==> config.mk <==
export PLATFORM = sky130hd
export DESIGN_NAME = axi_ring_writer
export DESIGN_NICKNAME = d
export VERILOG_FILES = /design/src/rtl/axi_ring_writer.sv
export SDC_FILE = /design/constraint.sdc
export NUM_CORES = 1
export LEC_CHECK = 0
export CORE_MARGIN = 1.5
export CORE_UTILIZATION = 35
export DETAILED_ROUTE_END_ITERATION = 8
export GPL_ROUTABILITY_DRIVEN = 1
export SETUP_SLACK_MARGIN = 0.3
export SLEW_MARGIN = 5
export SYNTH_ARGS = -nofsm -noshare
export SYNTH_HDL_FRONTEND = slang
export SYNTH_SLANG_ARGS = --single-unit
==> constraint.sdc <==
create_clock -name clk -period 5.55 [get_ports clk]
set_clock_uncertainty 0.2 [all_clocks]
set_input_delay 1.11 -clock clk [delete_from_list [all_inputs] [get_ports clk]]
set_output_delay 1.11 -clock clk [all_outputs]
set_load 0.01 [all_outputs]
==> src/rtl/axi_ring_writer.sv <==
// AXI4-Lite single-beat write responder feeding the unified-memory write port.
// Host writes to PUSH_ADDR append a word to a ring window at an auto-incrementing pointer.
module axi_ring_writer #(
  parameter logic [31:0] RING_BASE  = 32'hA0000100,
  parameter int          RING_BYTES = 256,
  parameter logic [31:0] PUSH_ADDR  = 32'hA0000000,
  parameter logic [31:0] MEM_LO     = 32'h00000000,
  parameter logic [31:0] MEM_HI     = 32'hA00001FC,
  localparam int         PTR_W      = $clog2(RING_BYTES)
) (
  input  logic             clk,
  input  logic             rst_n,
  input  logic             s_awvalid,
  output logic             s_awready,
  input  logic [31:0]      s_awaddr,
  input  logic             s_wvalid,
  output logic             s_wready,
  input  logic [31:0]      s_wdata,
  input  logic [3:0]       s_wstrb,
  output logic             s_bvalid,
  input  logic             s_bready,
  output logic [1:0]       s_bresp,
  output logic [31:0]      axi_mem_addr,
  output logic             axi_mem_w,
  output logic [31:0]      axi_mem_data,
  output logic [PTR_W-1:0] ring_ptr,
  output logic [15:0]      ring_wraps
);

  typedef enum logic [1:0] {IDLE, WRITE, RESP} state_e;

  state_e             state_q, state_d;
  logic               aw_held_q, aw_held_d;
  logic               w_held_q, w_held_d;
  logic [31:0]        awaddr_q, awaddr_d;
  logic [31:0]        wdata_q, wdata_d;
  logic [3:0]         wstrb_q, wstrb_d;
  logic               awready_q, awready_d;
  logic               wready_q, wready_d;
  logic               bvalid_q, bvalid_d;
  logic [1:0]         bresp_q, bresp_d;
  logic               mem_w_q, mem_w_d;
  logic [31:0]        mem_addr_q, mem_addr_d;
  logic [31:0]        mem_data_q, mem_data_d;
  logic [PTR_W-1:0]   ring_ptr_q, ring_ptr_d;
  logic [15:0]        ring_wraps_q, ring_wraps_d;

  logic               is_push, is_direct;
  logic [31:0]        addr_off;

  // Offset compare keeps the range check well-formed even when MEM_LO is zero.
  assign addr_off  = awaddr_q - MEM_LO;
  assign is_push   = (awaddr_q == PUSH_ADDR) && (wstrb_q == 4'hF);
  assign is_direct = (addr_off <= (MEM_HI - MEM_LO)) && (awaddr_q[1:0] == 2'b00) &&
                     (wstrb_q == 4'hF);

  always_comb begin
    state_d      = state_q;
    aw_held_d    = aw_held_q;
    w_held_d     = w_held_q;
    awaddr_d     = awaddr_q;
    wdata_d      = wdata_q;
    wstrb_d      = wstrb_q;
    awready_d    = awready_q;
    wready_d     = wready_q;
    bvalid_d     = bvalid_q;
    bresp_d      = bresp_q;
    mem_w_d      = 1'b0;
    mem_addr_d   = mem_addr_q;
    mem_data_d   = mem_data_q;
    ring_ptr_d   = ring_ptr_q;
    ring_wraps_d = ring_wraps_q;

    case (state_q)
      IDLE: begin
        if (awready_q && s_awvalid) begin
          aw_held_d = 1'b1;
          awaddr_d  = s_awaddr;
        end
        if (wready_q && s_wvalid) begin
          w_held_d = 1'b1;
          wdata_d  = s_wdata;
          wstrb_d  = s_wstrb;
        end
        awready_d = !aw_held_d;
        wready_d  = !w_held_d;
        if (aw_held_d && w_held_d) state_d = WRITE;
      end
      WRITE: begin
        if (is_push) begin
          mem_w_d    = 1'b1;
          mem_addr_d = RING_BASE + 32'(ring_ptr_q);
          mem_data_d = wdata_q;
          ring_ptr_d = ring_ptr_q + PTR_W'(4);
          if ((ring_ptr_q == PTR_W'(RING_BYTES - 4)) && (ring_wraps_q != 16'hFFFF))
            ring_wraps_d = ring_wraps_q + 16'd1;
        end else if (is_direct) begin
          mem_w_d    = 1'b1;
          mem_addr_d = awaddr_q;
          mem_data_d = wdata_q;
        end
        state_d = RESP;
      end
      RESP: begin
        // Held address/strobe are still valid here, so the response is decoded from them.
        if (!bvalid_q) begin
          bvalid_d = 1'b1;
          bresp_d  = (is_push || is_direct) ? 2'b00 : 2'b10;
        end else if (s_bready) begin
          bvalid_d  = 1'b0;
          awready_d = 1'b1;
          wready_d  = 1'b1;
          aw_held_d = 1'b0;
          w_held_d  = 1'b0;
          state_d   = IDLE;
        end
      end
      default: state_d = IDLE;
    endcase
  end

  always_ff @(posedge clk) begin
    if (!rst_n) begin
      state_q      <= IDLE;
      aw_held_q    <= 1'b0;
      w_held_q     <= 1'b0;
      awaddr_q     <= 32'h0;
      wdata_q      <= 32'h0;
      wstrb_q      <= 4'h0;
      awready_q    <= 1'b0;
      wready_q     <= 1'b0;
      bvalid_q     <= 1'b0;
      bresp_q      <= 2'b00;
      mem_w_q      <= 1'b0;
      mem_addr_q   <= 32'h0;
      mem_data_q   <= 32'h0;
      ring_ptr_q   <= '0;
      ring_wraps_q <= 16'h0;
    end else begin
      state_q      <= state_d;
      aw_held_q    <= aw_held_d;
      w_held_q     <= w_held_d;
      awaddr_q     <= awaddr_d;
      wdata_q      <= wdata_d;
      wstrb_q      <= wstrb_d;
      awready_q    <= awready_d;
      wready_q     <= wready_d;
      bvalid_q     <= bvalid_d;
      bresp_q      <= bresp_d;
      mem_w_q      <= mem_w_d;
      mem_addr_q   <= mem_addr_d;
      mem_data_q   <= mem_data_d;
      ring_ptr_q   <= ring_ptr_d;
      ring_wraps_q <= ring_wraps_d;
    end
  end

  assign s_awready    = awready_q;
  assign s_wready     = wready_q;
  assign s_bvalid     = bvalid_q;
  assign s_bresp      = bresp_q;
  assign axi_mem_w    = mem_w_q;
  assign axi_mem_addr = mem_addr_q;
  assign axi_mem_data = mem_data_q;
  assign ring_ptr     = ring_ptr_q;
  assign ring_wraps   = ring_wraps_q;

endmodule

-- After elaboration in Yosys (flattened, before gate mapping)
Index checks and enable logic that the tools add are counted.
- word-level logic and storage cells: 77
- output and inout bits: 94
- input bits: 73
- bits in registers: 166
- magnitude comparators: 1
- add/sub/neg operators: 3
- eq/ne operators: 9
- bitwise operators: 1
- muxes and demuxes: 25
- reductions and logical operators: 23
- operator list (kind ; number):
    2-to-1 mux 32 bit ; 4
    adder 32 x 8 -> 32 bit, first input constant ; 1
    == test 32 bit, second input constant ; 1
    less-or-equal comparator 32 bit, second input constant ; 1
    adder 16 x 1 -> 16 bit, second input constant ; 1
    inequality test 16 bit, second input constant ; 1
    2-to-1 mux 1 bit ; 12
    AND reduction 2 bit ; 6
    AND reduction 3 bit ; 3
    adder 8 x 3 -> 8 bit, second input constant ; 1
    == test 8 bit, second input constant ; 1
    2-to-1 mux 2 bit ; 4
    case mux 1 bit (2 select lines) ; 4
    logical AND 1 bit ; 7
    inequality test 2 bit, second input constant ; 3
    case mux 2 bit (3 select lines) ; 1
    == test 4 bit, second input constant ; 1
    zero test 2 bit ; 2
    nonzero test 2 bit ; 2
    == test 2 x 1 -> 1 bit, second input constant ; 1
    == test 2 bit, second input constant ; 1
    zero test 1 bit ; 2
    logical OR 1 bit ; 1
    inverter 1 bit ; 1

-- Longest topological paths before layout
- depth after elaboration: 6
- gate-level depth with buffers: 8
- gate-level depth less buffers: 7

-- Worst setup path after synthesis
OpenSTA, ideal clock, no wires.
- kind: input to register
- start point: in rst_n
- end point: reg mem_addr_q[6] (netlist: axi_mem_addr[6])
- cell stages on the path: 5
- setup slack: 3.252 ns
- data required time: 5.218 ns
- data arrival time: 1.966 ns
- path buffers: 3
- library setup time: 0.132 ns
- cells stage by stage: clkbuf_1 -> inv_1 -> clkbuf_1 -> clkbuf_1 -> nor3_1
- RTL lines (what ; line ; RTL):
    start: declaration ; 12 ; input logic rst_n,
    end signal: assignment ; 151 ; mem_addr_q <= mem_addr_d;
    end: declaration ; 43 ; logic [31:0] mem_addr_q, mem_addr_d;
No word-level cell between the ends.

-- Worst setup path in the final report
- start point: reg awaddr_q[12]
- end point: reg mem_addr_q[7] (netlist: axi_mem_addr[7])
- cells in the longest elaborated chain, start to end: 5
- elaborated cells on any way between the ends: 8
- those cells by class: 1 x order compare; 1 x eq/ne; 1 x mux; 5 x reduce/logical
- RTL lines (what ; line ; RTL):
    start: declaration ; 35 ; logic [31:0] awaddr_q, awaddr_d;
    start signal: assignment ; 143 ; awaddr_q <= awaddr_d;
    less-or-equal comparator 32 bit ; 54 ; assign is_direct = (addr_off <= (MEM_HI - MEM_LO)) && (awaddr_q[1:0] == 2'b00) &&
    logical AND 1 bit (2 in series) ; 54 ;
    nonzero test 2 bit (no source line) ; - ;
    AND reduction 2 bit (no source line) ; - ;
Parallel ways exist; a longest one is shown, timed or not.
A chain may end at the register's enable or synchronous reset.

==> results.sh <==
export IMPL_status="complete, no violations"
export IMPL_core_region_area_sq_um=17180
export IMPL_place_inst=1096
export IMPL_port_buffers=163
export IMPL_p_sw_share_pct=22.18
export IMPL_clkPwrFrac_pct=44.6
export IMPL_postRouteAntennaNets=0
export IMPL_mostFrequentLayoutCells="nand2_1, dfxtp_1, clkdlybuf4s50_1, a21oi_1, nor2_1"
export IMPL_drc=0
export IMPL_fin_area_sq_um=8424
export IMPL_firstDrtPassIters=5
export IMPL_seq_area_frac_synth_pct=53.53
export IMPL_setup_violations=0
export IMPL_worstSetupStartpointType="flop"
export IMPL_grt_pass1_wl_um=25660
export IMPL_cts_tree="yes"
export IMPL_cts_sinks=163
export IMPL_slew_violations=0
export IMPL_drive_gt1_share_pct=5.451
export IMPL_rsz0062_at_grt="false"
export IMPL_power_density_nw_per_um2=306.8
export IMPL_finalCritPeriodShare_pct=55.32
export IMPL_syn_area_per_cell_sq_um=8.150
export IMPL_antenna_found_initial=0
export IMPL_seq_power_share_pct=47.8
export IMPL_hpwl_um=10670
export IMPL_p_leak_nw=2.895
export IMPL_crit_fanout=34
export IMPL_post_cts_repair_setup_buffers=0
export IMPL_hp_class="flop to flop"
export IMPL_die_area_sq_um=18220
export IMPL_antenna_cells=0
export IMPL_grt_overflow=0
export IMPL_track_usage_pct=18.08
export IMPL_grt_max_degree=107
export IMPL_first_iter_violations=286
export IMPL_wl_um=16170
export IMPL_cts_root_buf="clkbuf_16"
export IMPL_postCtsHoldBufs=0
export IMPL_finalSetupTns_ps=0
export IMPL_required_ps=5600
export IMPL_clk_pin_slew_ps=60
export IMPL_worstSetupPathType="flop to flop"
export IMPL_pin_count=167
export IMPL_die_h_um=135.0
export IMPL_max_slew_margin_rel_pct=26.62
export IMPL_synth_cells=748
export IMPL_syn_area_sq_um=6096
export IMPL_num_vias=5403
export IMPL_fin_cells=1124
export IMPL_hold_violations=0
export IMPL_max_vdd_ir_drop_v=0.0002140
export IMPL_ctsResizeCount=0
export IMPL_cap_violations=0
export IMPL_layout_nets=965
export IMPL_clk_latency_ps=420
export IMPL_internal_power_mw=2.012
export IMPL_grt_pass1_vias=5021
export IMPL_period_minus_slack_ps=3070
export IMPL_worstMarginPinSlew_ps=1101
export IMPL_arrival_ps=3120
export IMPL_power_frac_comb_pct=7.7
export IMPL_post_place_ws_ps=2042
export IMPL_place_gp_congestion=0.7447
export IMPL_synth_cell_types=44
export IMPL_start_util_pct=35.49
export IMPL_layout_commonest_cell="nand2_1"
export IMPL_syn_to_final_growth_pct=38.20
export IMPL_yosys_warnings=0
export IMPL_cts_max_path_buffers=2
export IMPL_die_x_um=135.0
export IMPL_cts_made_buffers=17
export IMPL_worst_slack_ps=2480
export IMPL_ys_seq_elements=163
export IMPL_p_switching_mw=0.5733
export IMPL_crit_path_end_kind="flop"
export IMPL_drt_wirelength_per_cell_um=14.39
export IMPL_viasPerCell=4.807
export IMPL_htreeDepth=4
export IMPL_placed_area_sq_um=7849
export IMPL_fmax_mhz=325.7
export IMPL_fp_row_count=48
layout make-up:
| class | count | area, sq um |
|---|---|---|
| timing repair buffer | 171 | 1692 |
| inverter | 2 | 10.01 |
| sequential | 163 | 3263 |
| clock inverter | 4 | 73.82 |
| tap | 225 | 281.5 |
| clock buffer | 24 | 501.7 |
| multi-input combinational | 535 | 2603 |
| fill | 1746 | 8752 |
stage by stage:
stage	hold slack (ps)	util [%]	power [mW]
after detailed placement	243.1	45.69	1.462
after global placement	238.4	45.69	1.460
after CTS	251.8	49.05	2.621
after global routing	263.4	49.05	2.682
after floorplan	232.1	-	1.365
final	247.7	49.05	2.585
power groups by stage:
| stage | registers, mW | clock network [mW] | logic (mW) |
|---|---|---|---|
| after floorplan | 1.25 | 0 | 0.111 |
| after detailed placement | 1.26 | 0 | 0.201 |
| final | 1.23 | 1.15 | 0.198 |
| after global placement | 1.26 | 0 | 0.200 |
| after global routing | 1.24 | 1.22 | 0.221 |
| after CTS | 1.23 | 1.18 | 0.202 |
worst paths after layout:
kind | start | end | slack [ps] | cells after the start
max | awaddr_q[12]$_SDFFE_PN0P_ | axi_mem_addr[7]$_SDFFE_PN0P_ | 2480 | 7
min | wdata_q[0]$_SDFFE_PN0P_ | axi_mem_data[0]$_SDFFE_PN0P_ | 250 | 2
max reg2reg | awaddr_q[12]$_SDFFE_PN0P_ | axi_mem_addr[7]$_SDFFE_PN0P_ | 2480 | 7
min reg2reg | wdata_q[0]$_SDFFE_PN0P_ | axi_mem_data[0]$_SDFFE_PN0P_ | 250 | 2
Yosys cell counts:
master	number	area share [%]
nand2_1	255	16
dfxtp_1	163	54
a21oi_1	131	11
clkbuf_1	37	2.3
nor2_1	35	2.2
xor2_1	14	2.0
nand3_1	12	0.99
buf_4	11	1.4
nand4_1	10	1.0
nor3_1	10	0.82
and3_1	9	0.92
a211oi_1	7	0.86
o21ai_0	6	0.49
nor4_2	4	0.82
or3_1	4	0.41
a31oi_1	3	0.31
and2_1	3	0.31
nand2b_1	3	0.31
buf_2	2	0.16
ha_1	2	0.41
inv_1	2	0.12
nand3_2	2	0.33
nor4_1	2	0.21
a21o_1	1	0.12
a221oi_1	1	0.14
a41oi_4	1	0.45
and4b_1	1	0.16
and4bb_2	1	0.21
conb_1	1	0.062
mux2i_1	1	0.16
nand2_4	1	0.18
nand3_4	1	0.29
nand4b_1	1	0.14
nor2b_1	1	0.10
nor3_4	1	0.27
nor4b_1	1	0.14
nor4b_2	1	0.25
o211a_1	1	0.16
o211ai_1	1	0.12
o21a_1	1	0.12
o311ai_0	1	0.14
o31ai_1	1	0.12
o31ai_2	1	0.21
o41ai_1	1	0.14
flip-flops by register name, summed over array words and instances (netlist names), 2 cells and up:
name	count
awaddr_q	32
axi_mem_addr	32
axi_mem_data	32
ring_ptr	6
ring_wraps	16
state_q	2
wdata_q	32
wstrb_q	4
kinds of logic (layout without fill, tap and decap cells):
kind of cell	Yosys count	in the layout	share of synthesized area [%]
buf+inv	52	201	3.920
mux	1	1	0.1642
fa+ha+maj	2	2	0.4104
compound gates	157	157	14.16
xor+xnor	14	14	2.012
simple gates	358	358	25.74
flops	163	163	53.53
other cells	1	3	0.06152
per-layer routing:
metal | track usage [%] | wire length, um
met5 | 0 | 0
met4 | 5.914 | 210
met3 | 6.231 | 1032
met2 | 29.00 | 7482
met1 | 22.80 | 7443
critical path: stages (launching register included):
cell,delay [ps]
dfxtp_1,330
nor4_1,370
nand2_1,210
o31ai_2,310
nand3_2,620
buf_4,520
a211oi_1,280
nor3_1,60
Note: power is estimated with default switching activity, not from simulation.
